--- config.mk ---
export PLATFORM = sky130hd
export DESIGN_NAME = pong_match_ctrl
export DESIGN_NICKNAME = d
export VERILOG_FILES = /design/src/rtl/pong_pkg.sv /design/src/rtl/pong_match_ctrl_frame_timer.sv /design/src/rtl/pong_match_ctrl.sv
export SDC_FILE = /design/constraint.sdc
export NUM_CORES = 1
export LEC_CHECK = 0
export BUFFER_PORTS_ARGS = -buffer_cell sky130_fd_sc_hd__buf_2
export CORE_ASPECT_RATIO = 0.9
export CORE_MARGIN = 10
export CORE_UTILIZATION = 45
export DETAILED_ROUTE_END_ITERATION = 12
export GPL_TIMING_DRIVEN = 0
export PLACE_DENSITY = 0.75
export REMOVE_ABC_BUFFERS = 1
export SLEW_MARGIN = 0
export SYNTH_ARGS = -nofsm -noshare
export SYNTH_HDL_FRONTEND = slang
export SYNTH_HIERARCHICAL = 1
export SYNTH_SLANG_ARGS = --single-unit
export TNS_END_PERCENT = 100
--- constraint.sdc ---
create_clock -name clk -period 3.9 [get_ports clk]
set_clock_uncertainty 0.05 [all_clocks]
set_input_delay 0 -clock clk [delete_from_list [all_inputs] [get_ports clk]]
set_output_delay 0 -clock clk [all_outputs]
set_load 0.02 [all_outputs]
--- src/rtl/pong_pkg.sv ---
// Shared definitions for the pong game blocks: FSM state encoding, score
// width and saturation, winner codes. Also used by the score display block.
package pong_pkg;

    localparam int SCORE_W = 4;
    localparam logic [SCORE_W-1:0] SCORE_SAT = 4'd15;

    typedef enum logic [2:0] {
        ST_IDLE  = 3'd0,
        ST_SERVE = 3'd1,
        ST_PLAY  = 3'd2,
        ST_POINT = 3'd3,
        ST_OVER  = 3'd4
    } game_state_t;

    typedef enum logic [1:0] {
        WIN_NONE = 2'b00,
        WIN_P1   = 2'b01,
        WIN_P2   = 2'b10
    } winner_t;

    // Add one point, holding at the top of the score range.
    function automatic logic [SCORE_W-1:0] score_inc(input logic [SCORE_W-1:0] s);
        return (s == SCORE_SAT) ? s : s + 1'b1;
    endfunction

endpackage

--- src/rtl/pong_match_ctrl_frame_timer.sv ---
// Frame-tick counter used to time the SERVE and POINT phases. The count is
// cleared by the owner on every state entry; done fires combinationally on
// the tick that brings the count up to limit.
module frame_timer #(
    parameter int CNT_W = 6
) (
    input  logic             clk,
    input  logic             reset,
    input  logic             clear,
    input  logic             tick,
    input  logic [CNT_W-1:0] limit,
    output logic [CNT_W-1:0] count,
    output logic             done
);

    // Count ticks; clear has priority so a tick on a state change is not carried over.
    always_ff @(posedge clk or negedge reset) begin
        // NOTE: sequential state uses non-blocking assignments so every flop samples pre-edge values.
        if (!reset)
            count <= '0;
        else if (clear)
            count <= '0;
        else if (tick)
            count <= count + 1'b1;
    end

    // limit is at least 1, so limit-1 never wraps.
    assign done = tick && (count == limit - 1'b1);

endmodule

--- src/rtl/pong_match_ctrl.sv ---
// Match sequencer for the two-paddle game: game FSM, scores, paddle reset and
// per-frame move strobes, ball reset/enable and serve direction. All outputs
// are registered.
module pong_match_ctrl
    import pong_pkg::*;
#(
    parameter int SCORE_MAX    = 7,
    parameter int SERVE_FRAMES = 60,
    parameter int POINT_FRAMES = 30
) (
    input  logic         clk,
    input  logic         reset,
    input  logic         frame_tick,
    input  logic         start,
    input  logic         p1_up,
    input  logic         p1_down,
    input  logic         p2_up,
    input  logic         p2_down,
    input  logic         ball_out_l,
    input  logic         ball_out_r,
    output logic         paddle_rst,
    output logic         p1_mv_up,
    output logic         p1_mv_dn,
    output logic         p2_mv_up,
    output logic         p2_mv_dn,
    output logic         ball_rst,
    output logic         ball_en,
    output logic         serve_dir,
    output logic [3:0]   score1,
    output logic [3:0]   score2,
    output logic [1:0]   winner,
    output logic [2:0]   state
);

    localparam int FRAMES_MAX = (SERVE_FRAMES > POINT_FRAMES) ? SERVE_FRAMES : POINT_FRAMES;
    localparam int CNT_W      = $clog2(FRAMES_MAX + 1);

    localparam logic [CNT_W-1:0]   SERVE_LIM = CNT_W'(SERVE_FRAMES);
    localparam logic [CNT_W-1:0]   POINT_LIM = CNT_W'(POINT_FRAMES);
    localparam logic [SCORE_W-1:0] WIN_SCORE = SCORE_W'(SCORE_MAX);

    game_state_t         cur_st, nxt_st;
    logic [SCORE_W-1:0]  score1_q, score2_q, score1_nxt, score2_nxt;
    winner_t             winner_q, winner_nxt;
    logic                serve_dir_nxt;
    logic                start_q;
    logic                start_rise;
    logic                timer_clear, timer_tick, timer_done;
    logic [CNT_W-1:0]    timer_limit;
    logic [CNT_W-1:0]    timer_count;
    logic                move_ok;

    assign start_rise  = start && !start_q;
    assign timer_clear = (nxt_st != cur_st);
    assign timer_tick  = frame_tick && (cur_st == ST_SERVE || cur_st == ST_POINT);
    assign timer_limit = (cur_st == ST_SERVE) ? SERVE_LIM : POINT_LIM;
    assign move_ok     = frame_tick && (cur_st == ST_SERVE || cur_st == ST_PLAY);

    frame_timer #(
        .CNT_W (CNT_W)
    ) u_frame_timer (
        .clk   (clk),
        .reset (reset),
        .clear (timer_clear),
        .tick  (timer_tick),
        .limit (timer_limit),
        .count (timer_count),
        .done  (timer_done)
    );

    // FSM state register.
    always_ff @(posedge clk or negedge reset) begin
        if (!reset)
            cur_st <= ST_IDLE;
        else
            cur_st <= nxt_st;
    end

    // Next state and next score/winner/serve-direction values.
    always_comb begin
        // NOTE: every variable gets a default first, so no path leaves one unassigned and no latch is inferred.
        nxt_st        = cur_st;
        score1_nxt    = score1_q;
        score2_nxt    = score2_q;
        winner_nxt    = winner_q;
        serve_dir_nxt = serve_dir;
        unique case (cur_st)
            ST_IDLE: begin
                if (start_rise) begin
                    nxt_st        = ST_SERVE;
                    score1_nxt    = '0;
                    score2_nxt    = '0;
                    serve_dir_nxt = 1'b1;
                end
            end
            ST_SERVE: begin
                if (timer_done)
                    nxt_st = ST_PLAY;
            end
            ST_PLAY: begin
                if (ball_out_l && ball_out_r) begin
                    nxt_st = ST_POINT;
                end else if (ball_out_l) begin
                    nxt_st        = ST_POINT;
                    score2_nxt    = score_inc(score2_q);
                    serve_dir_nxt = 1'b0;
                end else if (ball_out_r) begin
                    nxt_st        = ST_POINT;
                    score1_nxt    = score_inc(score1_q);
                    serve_dir_nxt = 1'b1;
                end
            end
            ST_POINT: begin
                if (timer_done) begin
                    if (score1_q == WIN_SCORE || score2_q == WIN_SCORE) begin
                        nxt_st     = ST_OVER;
                        winner_nxt = (score1_q == WIN_SCORE) ? WIN_P1 : WIN_P2;
                    end else begin
                        nxt_st = ST_SERVE;
                    end
                end
            end
            ST_OVER: begin
                if (start_rise) begin
                    nxt_st     = ST_IDLE;
                    score1_nxt = '0;
                    score2_nxt = '0;
                    winner_nxt = WIN_NONE;
                end
            end
            default: nxt_st = ST_IDLE;
        endcase
    end

    // Registered outputs, derived from the state being entered so they line up with it.
    always_ff @(posedge clk or negedge reset) begin
        if (!reset) begin
            score1_q   <= '0;
            score2_q   <= '0;
            winner_q   <= WIN_NONE;
            serve_dir  <= 1'b1;
            paddle_rst <= 1'b1;
            ball_rst   <= 1'b1;
            ball_en    <= 1'b0;
            p1_mv_up   <= 1'b0;
            p1_mv_dn   <= 1'b0;
            p2_mv_up   <= 1'b0;
            p2_mv_dn   <= 1'b0;
            // Treat start as held until it is seen low, so a button held through reset is not a start.
            start_q    <= 1'b1;
        end else begin
            score1_q   <= score1_nxt;
            score2_q   <= score2_nxt;
            winner_q   <= winner_nxt;
            serve_dir  <= serve_dir_nxt;
            paddle_rst <= (nxt_st == ST_IDLE) || (nxt_st == ST_SERVE && cur_st != ST_SERVE);
            ball_rst   <= (nxt_st == ST_IDLE) || (nxt_st == ST_SERVE) || (nxt_st == ST_OVER);
            ball_en    <= (nxt_st == ST_PLAY);
            p1_mv_up   <= move_ok && p1_up && !p1_down;
            p1_mv_dn   <= move_ok && p1_down && !p1_up;
            p2_mv_up   <= move_ok && p2_up && !p2_down;
            p2_mv_dn   <= move_ok && p2_down && !p2_up;
            start_q    <= start;
        end
    end

    assign score1 = score1_q;
    assign score2 = score2_q;
    assign winner = winner_q;
    assign state  = cur_st;

endmodule

======== Word-level counts from Yosys, hierarchy flattened ========
Index checks and enable logic that the tools add are counted.
cells by class
  reduce and logical (&&, ||, !) cells .... 36
  equal/unequal tests ..................... 26
  add/subtract/negate cells ............... 4
  mux-type cells .......................... 32
operator list
  cell                                                                    number
  4-bit two-way mux                                                       8
  3-bit two-way mux                                                       8
  6-bit two-way mux                                                       3
  2-bit != test (second input constant)                                   9
  4-bit case mux with 2 select lines                                      2
  3-bit case mux with 5 select lines                                      1
  1-bit logical AND                                                       14
  3-bit by 2-bit equality test with 1-bit output (second input constant)  3
  4-bit by 1-bit adder with 4-bit output (second input constant)          2
  4-bit by 3-bit equality test with 1-bit output (second input constant)  2
  4-bit equality test (second input constant)                             2
  2-bit two-way mux                                                       4
  4-bit AND reduction                                                     2
  2-bit nonzero test                                                      4
  6-bit by 1-bit adder with 6-bit output (second input constant)          1
  3-bit by 1-bit equality test with 1-bit output (second input constant)  2
  3-bit equality test (second input constant)                             2
  6-bit equality test                                                     1
  3-bit zero test                                                         2
  1-bit logical OR                                                        6
  6-bit AND reduction                                                     1
  6-bit by 1-bit subtractor with 6-bit output (second input constant)     1
  1-bit zero test                                                         5
  5-bit AND reduction                                                     1
  other kinds (8)                                                         12
word-level totals
  input port bits ......................... 10
  register bits ........................... 28
  output and inout port bits .............. 21
  word-level logic and storage cells ...... 112

======== Longest topological paths before layout ========
  depth in word-level cells ............... 10
  depth in mapped cells ................... 13
  mapped depth without buffers ............ 12

======== Hierarchy ========
Netlist, hierarchy kept.
by module, submodules not included
  module           cells an instance  sequential area each (um^2)  times used  area an instance (um^2)
  pong_match_ctrl  120                555.5                        1           1181.1
  frame_timer      44                 150.1                        1           417.9

======== Worst setup path after synthesis ========
OpenSTA, ideal clock, no wires.
  path type ............................... register to register
  start point ............................. register cur_st[2] (netlist: state[2])
  end point ............................... register winner_q[1] (netlist: winner[1])
  setup slack ............................. 935 ps
  path buffers ............................ 1
  library setup time ...................... 121 ps
  required time ........................... 3729 ps
  cell stages (with the launch flop) ...... 13
  period minus slack after synthesis ...... 2965 ps
  arrival ................................. 2794 ps
  path through ............................ dfrtp_1 -> clkbuf_1 -> inv_1 -> nand3_1 -> inv_1 -> ha_1 -> xor2_1 -> o2111ai_1 -> nor4_2 -> nand2_1 -> a2111o_1 -> a22o_1 -> a22o_1
on the way
  cells in the longest elaborated chain, start to end .. 7
  elaborated cells between the ends (all ways) .. 15
  classes of those cells .................. 1 x add/sub; 7 x eq/ne; 2 x mux; 5 x reduce/logical
ends and longest elaborated chain
  item                                            line                               text
  start: declaration                              pong_match_ctrl.sv:42              game_state_t cur_st, nxt_st;
  start signal: assignment                        pong_match_ctrl.sv:76              cur_st <= nxt_st;
  3-bit by 1-bit equality test with 1-bit output  pong_match_ctrl.sv:56              assign timer_limit = (cur_st == ST_SERVE) ? SERVE_LIM : POINT_LIM;
  6-bit two-way mux                               pong_match_ctrl.sv:56
  net timer_limit[1]                              pong_match_ctrl.sv:49              logic [CNT_W-1:0] timer_limit;
  6-bit by 1-bit subtractor with 6-bit output     pong_match_ctrl_frame_timer.sv:28  assign done = tick && (count == limit - 1'b1);
  6-bit equality test                             pong_match_ctrl_frame_timer.sv:28
  1-bit logical AND                               pong_match_ctrl_frame_timer.sv:28
  net timer_done                                  pong_match_ctrl.sv:48              logic timer_clear, timer_tick, timer_done;
  2-bit != test (no source line)                  n/a
  4-bit AND reduction (no source line)            n/a
  end signal: assignment                          pong_match_ctrl.sv:154             winner_q <= winner_nxt;
  end: declaration                                pong_match_ctrl.sv:44              winner_t winner_q, winner_nxt;
The timed path passes the listed nets, and every way through them passes these cells.
A chain may end at the register's enable or synchronous reset.

======== Final worst setup path ========
  start point ............................. register cur_st[1] (netlist: state[1])
  end point ............................... register winner_q[1] (netlist: winner[1])
The elaborated chain is that of the path after synthesis.

==> flow_metrics.env <==
export IMPL_critPathRequiredTime_ns=4.03
export IMPL_drv_slew=0
export IMPL_drc=0
export IMPL_worst_slack_ns=0.653
export IMPL_ctsRootBufferMaster="clkbuf_8"
export IMPL_p_sw_share_pct=34.5
export IMPL_clk_pin_slew_ns=0.10
export IMPL_ff_latch_area_um2=706
export IMPL_drive_gt1_share_pct=21.9
export IMPL_crit_buf_inv=2
export IMPL_cts_buffer_depth=2
export IMPL_crit_slowest_cell="dfrtp_1"
export IMPL_synth_cell_types=48
export IMPL_core_um2=3400
export IMPL_place_hpwl_mm=2.63
export IMPL_initial_core_util_pct=47.0
export IMPL_wl_per_cell_um=14.2
export IMPL_clkLatencyLatePin_ns=0.28
export IMPL_die_width_um=82.8
export IMPL_r2r_setup_slack_ns=0.65
export IMPL_switchingPower_uw=328
export IMPL_multi_input_area_um2=872
export IMPL_syn_area_um2=1600
export IMPL_n_fill_cell=310
export IMPL_cts_resized=0
export IMPL_path_delay_family="compound AO/OA/AOI/OAI gates"
export IMPL_setup_viol=0
export IMPL_dieArea_um2=6340
export IMPL_instances_no_fill=254
export IMPL_leakagePower_uw=0.000972
export IMPL_slowest_delay_ns=0.54
export IMPL_period_share_pct=83.2
export IMPL_placed_cells=242
export IMPL_crit_arrival_ns=3.37
export IMPL_grt_max_degree=29
export IMPL_layout_nets=225
export IMPL_crit_type="flip-flop to flip-flop"
export IMPL_period_minus_slack_ns=3.25
export IMPL_gr_total_overflow=0
export IMPL_finalHoldViolations=0
export IMPL_drt_pass1_iterations=4
export IMPL_tns_ns=0
export IMPL_synth_edff_count=0
export IMPL_crit_path_start_kind="flip-flop"
export IMPL_tightest_slew_ns=0.775
export IMPL_pre_cts_slack_ns=0.686
export IMPL_grt_usage_pct=11.2
export IMPL_cts_buffers=3
export IMPL_ir_worst_vdd_mv=0.243
export IMPL_antenna_found_initial=0
export IMPL_powerDensity_nw_per_um2=484
export IMPL_area_delta_synth_final_pct=22.8
export IMPL_critical_path_cell_chain="inv_1, nand3_1, inv_1, ha_1, xor2_1, o2111ai_1, nor4_2, nand2_1, a2111o_1, a22o_1, a22o_1"
export IMPL_num_rows=20
export IMPL_ios=31
export IMPL_ys_ff_latch=28
export IMPL_worstPathMaxFanout=10
export IMPL_htree_levels=1
export IMPL_syn_inst=164
export IMPL_synth_main_ff_cell="dfrtp_1"
export IMPL_gp_congestion=0.795
export IMPL_status="finished, final reports clean"
export IMPL_final_common_cell="buf_2"
export IMPL_yosysSeqAreaShare_pct=44.1
export IMPL_hp_class="primary input to flip-flop"
export IMPL_detail_route_antenna_nets=0
export IMPL_seqPwrFrac_pct=43.5
export IMPL_max_cap_viol_count=0
export IMPL_ys_async_sr_fraction_pct=100
export IMPL_viasPerCell=5.23
export IMPL_grt_pass1_wl_mm=6.25
export IMPL_fmax_mhz=308
export IMPL_numPortBuffers=30
export IMPL_ys_warn_count=6
export IMPL_layout_common_cells="30 x buf_2, 24 x dfrtp_1, 14 x nor2_1"
export IMPL_rsz0062_at_grt="false"
export IMPL_routed_via_count=1329
export IMPL_die_h_um=76.6
export IMPL_p_clk_share_pct=24.2
export IMPL_finalInstanceArea_um2=1960
export IMPL_maxSlewHeadroom_pct=48.1
export IMPL_comb_power_share_pct=32.3
export IMPL_routed_wl_mm=3.61
export IMPL_placed_area_um2=1810
export IMPL_syn_area_per_cell_um2=9.75
export IMPL_grt_pass1_vias=1335
export IMPL_internal_power_uw=623
export IMPL_drtIter0Drc=43
export IMPL_fin_util_pct=57.7
export IMPL_cts_sinks=28
export IMPL_diodes=0
export IMPL_cts_tree="built"
export IMPL_cp_end_kind="flip-flop"
-- worst reg2reg max path, stage by stage (launching register included) --
cell       delay, ns
dfrtp_1         0.54
inv_1           0.22
nand3_1         0.19
inv_1           0.07
ha_1            0.28
xor2_1          0.15
o2111ai_1       0.19
nor4_2          0.39
nand2_1         0.19
a2111o_1        0.48
a22o_1          0.22
a22o_1          0.17
-- cell families (layout without fill, tap and decap cells) --
| kind of cell | after synthesis | count (layout) | share of synthesized area [%] |
|---|---|---|---|
| adders and majority gates | 4 | 4 | 3.13 |
| other | 2 | 13 | 0.470 |
| xor gates and xnor gates | 15 | 15 | 8.22 |
| AOI/OAI and AO/OA | 38 | 38 | 16.6 |
| buffers and inverters | 15 | 50 | 3.91 |
| muxes | 4 | 4 | 2.50 |
| and+or+nand+nor | 58 | 58 | 21.0 |
| DFF | 28 | 28 | 44.1 |
-- sequential cells by signal, indices dropped and copies added (netlist names), 2 cells and up --
name / count
score1: 4
score2: 4
state: 3
u_frame_timer/count: 6
winner: 2
-- Yosys cell counts, drive strengths merged (4+ instances only) --
cell type	count	area, um^2
a21oi	7	35.0
a31oi	6	37.5
clkbuf	4	15.0
dfrtp	24	601
dfstp	4	105
ha	4	50.1
inv	8	30.0
mux2i	4	40.0
nand2	9	33.8
nand3	5	25.0
nor2	15	58.8
nor3b	7	57.6
o21ai	9	45.0
o2bb2ai	4	35.0
xnor2	10	87.6
xor2	5	43.8
-- power by group through the flow --
stage | Sequential, uW | Combinational [uW] | Clock, uW
after floorplan | 437 | 198 | 0
after detailed placement | 420 | 301 | 0
after CTS | 415 | 311 | 238
after global placement | 418 | 288 | 0
after global routing | 423 | 347 | 246
final | 414 | 307 | 230
-- through the flow --
step	power, uW	hold WS, ns
3_5_place_dp	721	0.00860
4_1_cts	963	0.00561
3_3_place_gp	706	0.00129
2_1_floorplan	634	-0.346
5_1_grt	1020	0.0421
6_report	951	0.0209
-- repair_timing --
item	in CTS	in global routing
setup buffers	0	0
endpoints found under the setup margin	0	0
hold buffers	8	0
endpoints found under the hold margin	29	0
-- per-layer routing --
layer	wire (um)	global-route usage, %	vias to the layer above
li1	-	-	669
met1	1690	14.4	622
met2	1710	18.1	36
met3	196	3.74	2
met4	14	1.53	0
met5	0	0	-
-- path summary, 6_finish.rpt --
check,cells past startpoint,startpoint,endpoint
max reg2reg,11,state[1]$_DFF_PN0_,winner[1]$_DFFE_PN0P_
min,3,frame_tick,p1_mv_up$_DFF_PN0_
max in group asynchronous,2,reset,score1[2]$_DFFE_PN0P_
max,11,state[1]$_DFF_PN0_,winner[1]$_DFFE_PN0P_
min in group asynchronous,2,reset,u_frame_timer/count[5]$_DFFE_PN0P_
min reg2reg,1,winner[0]$_DFFE_PN0P_,winner[0]$_DFFE_PN0P_
-- area by class of cell --
cell class | count | share of cell area, %
multi-input combinational | 132 | 44.4
tap | 44 | 2.80
clock buffer | 3 | 2.10
clock inverter | 1 | 1.53
timing repair buffer | 38 | 11.7
sequential | 28 | 35.9
inverter | 8 | 1.53
Note: power is estimated with default switching activity, not from simulation.
